`src/rtl/cache_fill_fsm_pkg.sv`:
```
// Shared definitions for the cache miss fill controller.
//   state_t      : FSM state encoding (IDLE=0, FILL=1), one flop wide
//   BLOCK_BYTES  : bytes per cache block
//   WORD_BYTES   : bytes per memory word
//   OFFSET_BITS  : byte-offset bits inside a block (cleared to form block_base)
package cache_fill_fsm_pkg;

  typedef enum logic {
    IDLE = 1'b0,
    FILL = 1'b1
  } state_t;

  localparam int BLOCK_BYTES = 16;
  localparam int WORD_BYTES  = 2;
  localparam int OFFSET_BITS = 4;

endpackage

```
`src/rtl/cache_fill_fsm_fill_counter.sv`:
```
// Small up-counter used for the request and receive word counters.
//   clk, rst_n : clock, asynchronous active-low reset (count -> 0)
//   clear      : synchronous clear, wins over enable
//   enable     : increment by one this cycle
//   count      : current count
module fill_counter #(
  parameter int W = 4
) (
  input  logic         clk,
  input  logic         rst_n,
  input  logic         clear,
  input  logic         enable,
  output logic [W-1:0] count
);

  always_ff @(posedge clk or negedge rst_n) begin
    if (!rst_n) begin
      count <= '0;
    end else if (clear) begin
      count <= '0;
    end else if (enable) begin
      count <= count + W'(1);
    end
  end

endmodule

```
`src/rtl/cache_fill_fsm.sv`:
```
// Cache miss fill controller. On an accepted miss it streams one read
// request per cycle for every word of the 16-byte block, steers each
// returning word into the data array and writes the tag on the last beat.
//   clk, rst_n         : clock, asynchronous active-low reset
//   miss_detected      : cache reports a miss (accepted only in IDLE)
//   miss_address       : byte address of the missing access
//   memory_data_valid  : memory returns one word this cycle
//   fsm_busy           : fill in progress, CPU stalls
//   memory_read        : read request this cycle
//   memory_address     : byte address of the current request
//   write_data_array   : write the returning word into the data array
//   word_offset        : word index of that write within the block
//   write_tag_array    : write tag / set valid for the filled block
module cache_fill_fsm
  import cache_fill_fsm_pkg::*;
#(
  parameter int WORDS_PER_BLOCK = 8,
  parameter int ADDR_W          = 16
) (
  input  logic                               clk,
  input  logic                               rst_n,
  input  logic                               miss_detected,
  input  logic [ADDR_W-1:0]                  miss_address,
  input  logic                               memory_data_valid,
  output logic                               fsm_busy,
  output logic                               memory_read,
  output logic [ADDR_W-1:0]                  memory_address,
  output logic                               write_data_array,
  output logic [$clog2(WORDS_PER_BLOCK)-1:0] word_offset,
  output logic                               write_tag_array
);

  localparam int IDX_W      = $clog2(WORDS_PER_BLOCK);
  localparam int CNT_W      = IDX_W + 1;
  localparam int BYTE_SEL_W = $clog2(WORD_BYTES);
  localparam logic [IDX_W-1:0] LAST_IDX = IDX_W'(WORDS_PER_BLOCK - 1);

  state_t                       state;
  state_t                       state_next;
  logic                         accept;
  logic [ADDR_W-OFFSET_BITS-1:0] block_base;
  logic [CNT_W-1:0]             req_cnt;
  logic [CNT_W-1:0]             rx_cnt;

  always_ff @(posedge clk or negedge rst_n) begin
    if (!rst_n) begin
      state <= IDLE;
    end else begin
      state <= state_next;
    end
  end

  // Block base is pure data: only meaningful while FILL, so it carries no reset.
  always_ff @(posedge clk) begin
    if (accept) begin
      block_base <= miss_address[ADDR_W-1:OFFSET_BITS];
    end
  end

  always_comb begin
    state_next       = state;
    accept           = 1'b0;
    write_data_array = 1'b0;
    write_tag_array  = 1'b0;
    case (state)
      IDLE: begin
        if (miss_detected) begin
          accept     = 1'b1;
          state_next = FILL;
        end
      end
      FILL: begin
        if (memory_data_valid) begin
          write_data_array = 1'b1;
          if (rx_cnt[IDX_W-1:0] == LAST_IDX) begin
            write_tag_array = 1'b1;
            state_next      = IDLE;
          end
        end
      end
      default: state_next = IDLE;
    endcase
  end

  // Request side runs purely from flops: the MSB of req_cnt marks "all issued".
  assign fsm_busy       = (state == FILL);
  assign memory_read    = fsm_busy && !req_cnt[IDX_W];
  assign memory_address = memory_read ?
                          {block_base, req_cnt[IDX_W-1:0], {BYTE_SEL_W{1'b0}}} : '0;
  assign word_offset    = write_data_array ? rx_cnt[IDX_W-1:0] : '0;

  fill_counter #(.W(CNT_W)) u_req_cnt (
    .clk    (clk),
    .rst_n  (rst_n),
    .clear  (accept),
    .enable (memory_read),
    .count  (req_cnt)
  );

  fill_counter #(.W(CNT_W)) u_rx_cnt (
    .clk    (clk),
    .rst_n  (rst_n),
    .clear  (accept),
    .enable (write_data_array),
    .count  (rx_cnt)
  );

endmodule

```
`config.mk`:
```
export PLATFORM = sky130hd
export DESIGN_NAME = cache_fill_fsm
export DESIGN_NICKNAME = d
export VERILOG_FILES = /design/src/rtl/cache_fill_fsm_pkg.sv /design/src/rtl/cache_fill_fsm_fill_counter.sv /design/src/rtl/cache_fill_fsm.sv
export SDC_FILE = /design/constraint.sdc
export NUM_CORES = 1
export LEC_CHECK = 0
export CAP_MARGIN = 30
export CORE_MARGIN = 1
export CORE_UTILIZATION = 44
export DETAILED_ROUTE_END_ITERATION = 10
export GPL_ROUTABILITY_DRIVEN = 0
export PLACE_DENSITY = 0.84
export SLEW_MARGIN = 20
export SYNTH_ARGS = -nofsm -noshare
export SYNTH_HDL_FRONTEND = slang
export SYNTH_HIERARCHICAL = 1
export SYNTH_SLANG_ARGS = --single-unit
```
`constraint.sdc`:
```
create_clock -name clk -period 2.2 [get_ports clk]
set_input_delay 0.44 -clock clk [delete_from_list [all_inputs] [get_ports clk]]
set_output_delay 0.44 -clock clk [all_outputs]
set_load 0.02 [all_outputs]
```
* Word level (Yosys, flattened, before mapping)
Index checks and enable logic that the tools add are counted.
** Word-level totals
- Flip-flop bits (word level) :: 21
- Output and inout port bits :: 23
- Word-level logic and storage cells :: 28
- Bits of input ports :: 20
** Operators by class
- Bitwise operators :: 1
- Eq/ne operators :: 1
- Reduce and logical (&&, ||, !) cells :: 4
- Add/subtract/negate cells :: 2
- Mux-type cells :: 16
** Operators by type and width (number)
- 16-bit two-way mux :: 1
- 4-bit two-way mux :: 4
- 1-bit two-way mux :: 9
- 4-bit by 1-bit adder with 4-bit output (second input constant) :: 2
- 2-bit nonzero test :: 2
- 3-bit == test (second input constant) :: 1
- 3-bit two-way mux :: 1
- 1-bit case mux with 2 select lines :: 1
- 1-bit logical AND :: 1
- 1-bit zero test :: 1
- 1-bit NOT :: 1

* Longest topological paths before layout
- Depth after elaboration :: 4
- Mapped depth :: 4
- Gate-level depth less buffers :: 3

* Cells and area by module
The synthesis kept the hierarchy.
** By module, submodules not included
- cache_fill_fsm :: sequential area each 385.4 µm², cells an instance 40, area each 589.3 µm², times used 1
- fill_counter :: sequential area each 100.1 µm², cells an instance 16, area each 192.7 µm², times used 2

* Worst setup path after synthesis
No wires, ideal clock.
- Kind :: register to output
- Start :: register state (netlist: fsm_busy)
- End :: output port memory_address[10]
- Path slack :: 647 ps
- Arrival time :: 1113 ps
- Stages on the path, launching flop included :: 4
- Buffers on the path :: 1
- Required time :: 1760 ps
- Cells stage by stage :: dfrtp_1 > nor2b_4 > buf_6 > and2_2
** On the way
- Word-level cells in the longest chain between the ends :: 2
** RTL lines
- from (decl) :: RTL line cache_fill_fsm.sv:38 : state_t state;
- from (signal assigned) :: RTL line cache_fill_fsm.sv:49 : state <= state_next;
- 1-bit logical AND :: RTL line cache_fill_fsm.sv:87 : assign memory_read = fsm_busy && !req_cnt[IDX_W];
- via memory_read :: RTL line cache_fill_fsm.sv:26 : output logic memory_read,
- 16-bit two-way mux :: RTL line cache_fill_fsm.sv:88 : assign memory_address = memory_read ?
- to (decl) :: RTL line cache_fill_fsm.sv:27 : output logic [ADDR_W-1:0] memory_address,
The timed path passes the listed nets, and every way through them passes these cells.

* Final worst setup path
- Start :: input port memory_data_valid
- End :: output port word_offset[2]
** On the way
- Word-level cells in the longest chain between the ends :: 3
** RTL lines
- from (decl) :: RTL line cache_fill_fsm.sv:24 : input logic memory_data_valid,
- 1-bit two-way mux :: RTL line cache_fill_fsm.sv:73 : if (memory_data_valid) begin
- 1-bit two-way mux :: RTL line cache_fill_fsm.sv:65 : case (state)
- 3-bit two-way mux :: RTL line cache_fill_fsm.sv:90 : assign word_offset = write_data_array ? rx_cnt[IDX_W-1:0] : '0;
- to (decl) :: RTL line cache_fill_fsm.sv:29 : output logic [$clog2(WORDS_PER_BLOCK)-1:0] word_offset,
Every way passes these cells.

==> results.yml <==
global_route:
  grt_max_degree: 16
  grt_usage_pct: 19.6
  grt_pass1_vias: 644
  overflow: 0
  grt_pass1_wl_mm: 2.96
  antenna_found_initial: 0
outcome:
  status: "complete, no violations"
clocking:
  cts_made_buffers: 3
  hold_buffers: 0
  clock_path_buffers: 2
  cts_root_buffer: "clkbuf_4"
  cts.reportedPaths.clkPinSlew_ns: 0.11
  cts_sinks: 20
  cts_tree: "done"
  clock_latency_ns: 0.29
  cts_max_level: 1
sta:
  period_minus_slack_ns: 2.16
  layout_setup_ws_ns: 0.0418
  finClkSkew_ns: 0.00161
  setup_viol: 0
  hold_viol: 0
  fmax_mhz: 463
  fin_crit_sh_pct: 98.1
  rsz0062_at_grt: "false"
  slew_viol_final: 0
finish:
  areaGrowthSynthToFinish_pct: 51.9
  final_net_count: 137
  final_cell_area_um2: 1400
  final_util_pct: 71.1
  drive_gt1_share_pct: 32.5
  antenna_cells: 0
  layout.cells.non_filler: 141
  fillerInstances: 158
run:
  max-cap-violations: 0
detailed_routing:
  dr_total_vias: 691
  wl_mm: 2.00
  avgViaCountPerCell: 4.90
  drtIter0Drc: 11
  drc: 0
  wl_per_cell_um: 14.2
  postRouteAntennaNets: 0
  firstDrtPassIters: 4
power:
  cellLeakagePower_nw: 0.642
  irDropWorstVdd_uv: 680
  p_per_area_nw_per_um2: 1260
die:
  initial_core_util_pct: 46.8
  die_y_um: 47.7
  die_area_um2: 2270
  rows: 16
  die_w_um: 47.7
  io_pins: 43
  core_area_um2: 1960
critical_path:
  critical_path.endpoint: "word_offset[2]"
  worst_path_most_repeated_cell: "clkdlybuf4s50_1"
  cp_max_fo: 4
  slowest_delay_ns: 0.60
  r2r_end: "block_base[9]"
  crit_arrival_ns: 1.72
  required_ns: 1.76
  r2r_slack_ns: 0.73
  crit_type: "primary input to output port"
  worstSetupEndpointType: "output port"
  cp-start-kind: "primary input"
  reg2regPathDepth: 3
  crit_path_top_delay_cell: "clkdlybuf4s50_1"
  rr_startpoint: "fsm_busy"
  cp_cell_sequence: "clkdlybuf4s50_1, and3_2, clkdlybuf4s50_1"
  startpoint: "memory_data_valid"
placed_design:
  dpl.cell_count: 134
  place_ws_ns: -0.133
  io_buffer_count: 37
  placedInstanceArea_um2: 1340
  detailed_place_hpwl_mm: 1.42
synthesis:
  syn-num-nets: 89
  syn_inst: 67
  avgSynthCellArea_um2: 13.7
  yosysWarnings: 6
  synth_area_um2: 918
min_path:
  hold_path.class: "primary input to asynchronous set/reset pin"
## final cells by class
cell class | instances | area [um^2] | share of cell area [%]
clock buffer | 4 | 36.3 | 2.60
multi-input combinational | 46 | 353 | 25.3
sequential | 20 | 562 | 40.3
tap | 27 | 33.8 | 2.42
timing repair buffer | 44 | 410 | 29.4
## worst min path at each step
stage / cells past startpoint / start / to / slack [ns]
finish: 1 / rst_n / u_req_cnt/count[2] / 0.43
global route: 1 / rst_n / u_req_cnt/count[0] / 0.42
CTS: 1 / rst_n / u_req_cnt/count[2] / 0.41
detailed placement: 1 / u_rx_cnt/count[2] / fsm_busy / 0.52
global placement: 1 / u_rx_cnt/count[2] / fsm_busy / 0.51
floorplan: 0 / rst_n / fsm_busy / 0.14
## routing by layer
metal | share of wire, % | GRT usage, %
met1 | 38 | 21.6
met2 | 57 | 35.1
met3 | 5.6 | 6.79
met4 | 0 | 6.11
met5 | 0 | 0
## power breakdown
| part | internal, mW | switching [mW] | leakage [nW] |
|---|---|---|---|
| Sequential | 0.497 | 0.0931 | 0.200 |
| Clock | 0.101 | 0.105 | 0.0210 |
| Combinational | 0.493 | 0.466 | 0.421 |
| Total | 1.09 | 0.664 | 0.642 |
## sequential cells by signal, indices dropped and copies added (netlist names)
signal,cells
fsm_busy,1
block_base,12
u_req_cnt/count,4
u_rx_cnt/count,3
## critical path: cells and delay by family
| kind | cells | cell delay (ns) |
|---|---|---|
| and+or+nand+nor | 1 | 0.17 |
| buffers and inverters | 2 | 1.10 |
## metrics by stage
step	setup TNS, ns	total power, mW	hold slack [ns]
CTS	0	1.77	0.408
floorplan	0	1.17	0.144
global route	0	1.87	0.417
detailed placement	-0.197	1.56	0.521
global placement	-0.124	1.51	0.507
finish	0	1.75	0.428
## what timing repair did
| item | CTS | global route |
|---|---|---|
| setup buffers | 2 | 0 |
| resized for setup | 16 | 2 |
| endpoints found under the setup margin | 18 | 2 |
| cloned | 1 | 0 |
## cells in the final DEF (no fill, tap or decap), drive strengths merged, types with 2 or more instances in the layout
cell type	count
buf	7
mux2i	2
clkdlybuf4s50	21
nor2	6
edfxtp	12
nand3b	2
a21oi	2
clkbuf	4
dlymetal6s2s	2
a21bo	2
dlygate4sd2	14
xnor2	2
and3	4
ha	2
and2	16
dfrtp	8
nor2b	3
Note: power is estimated with default switching activity, not from simulation.
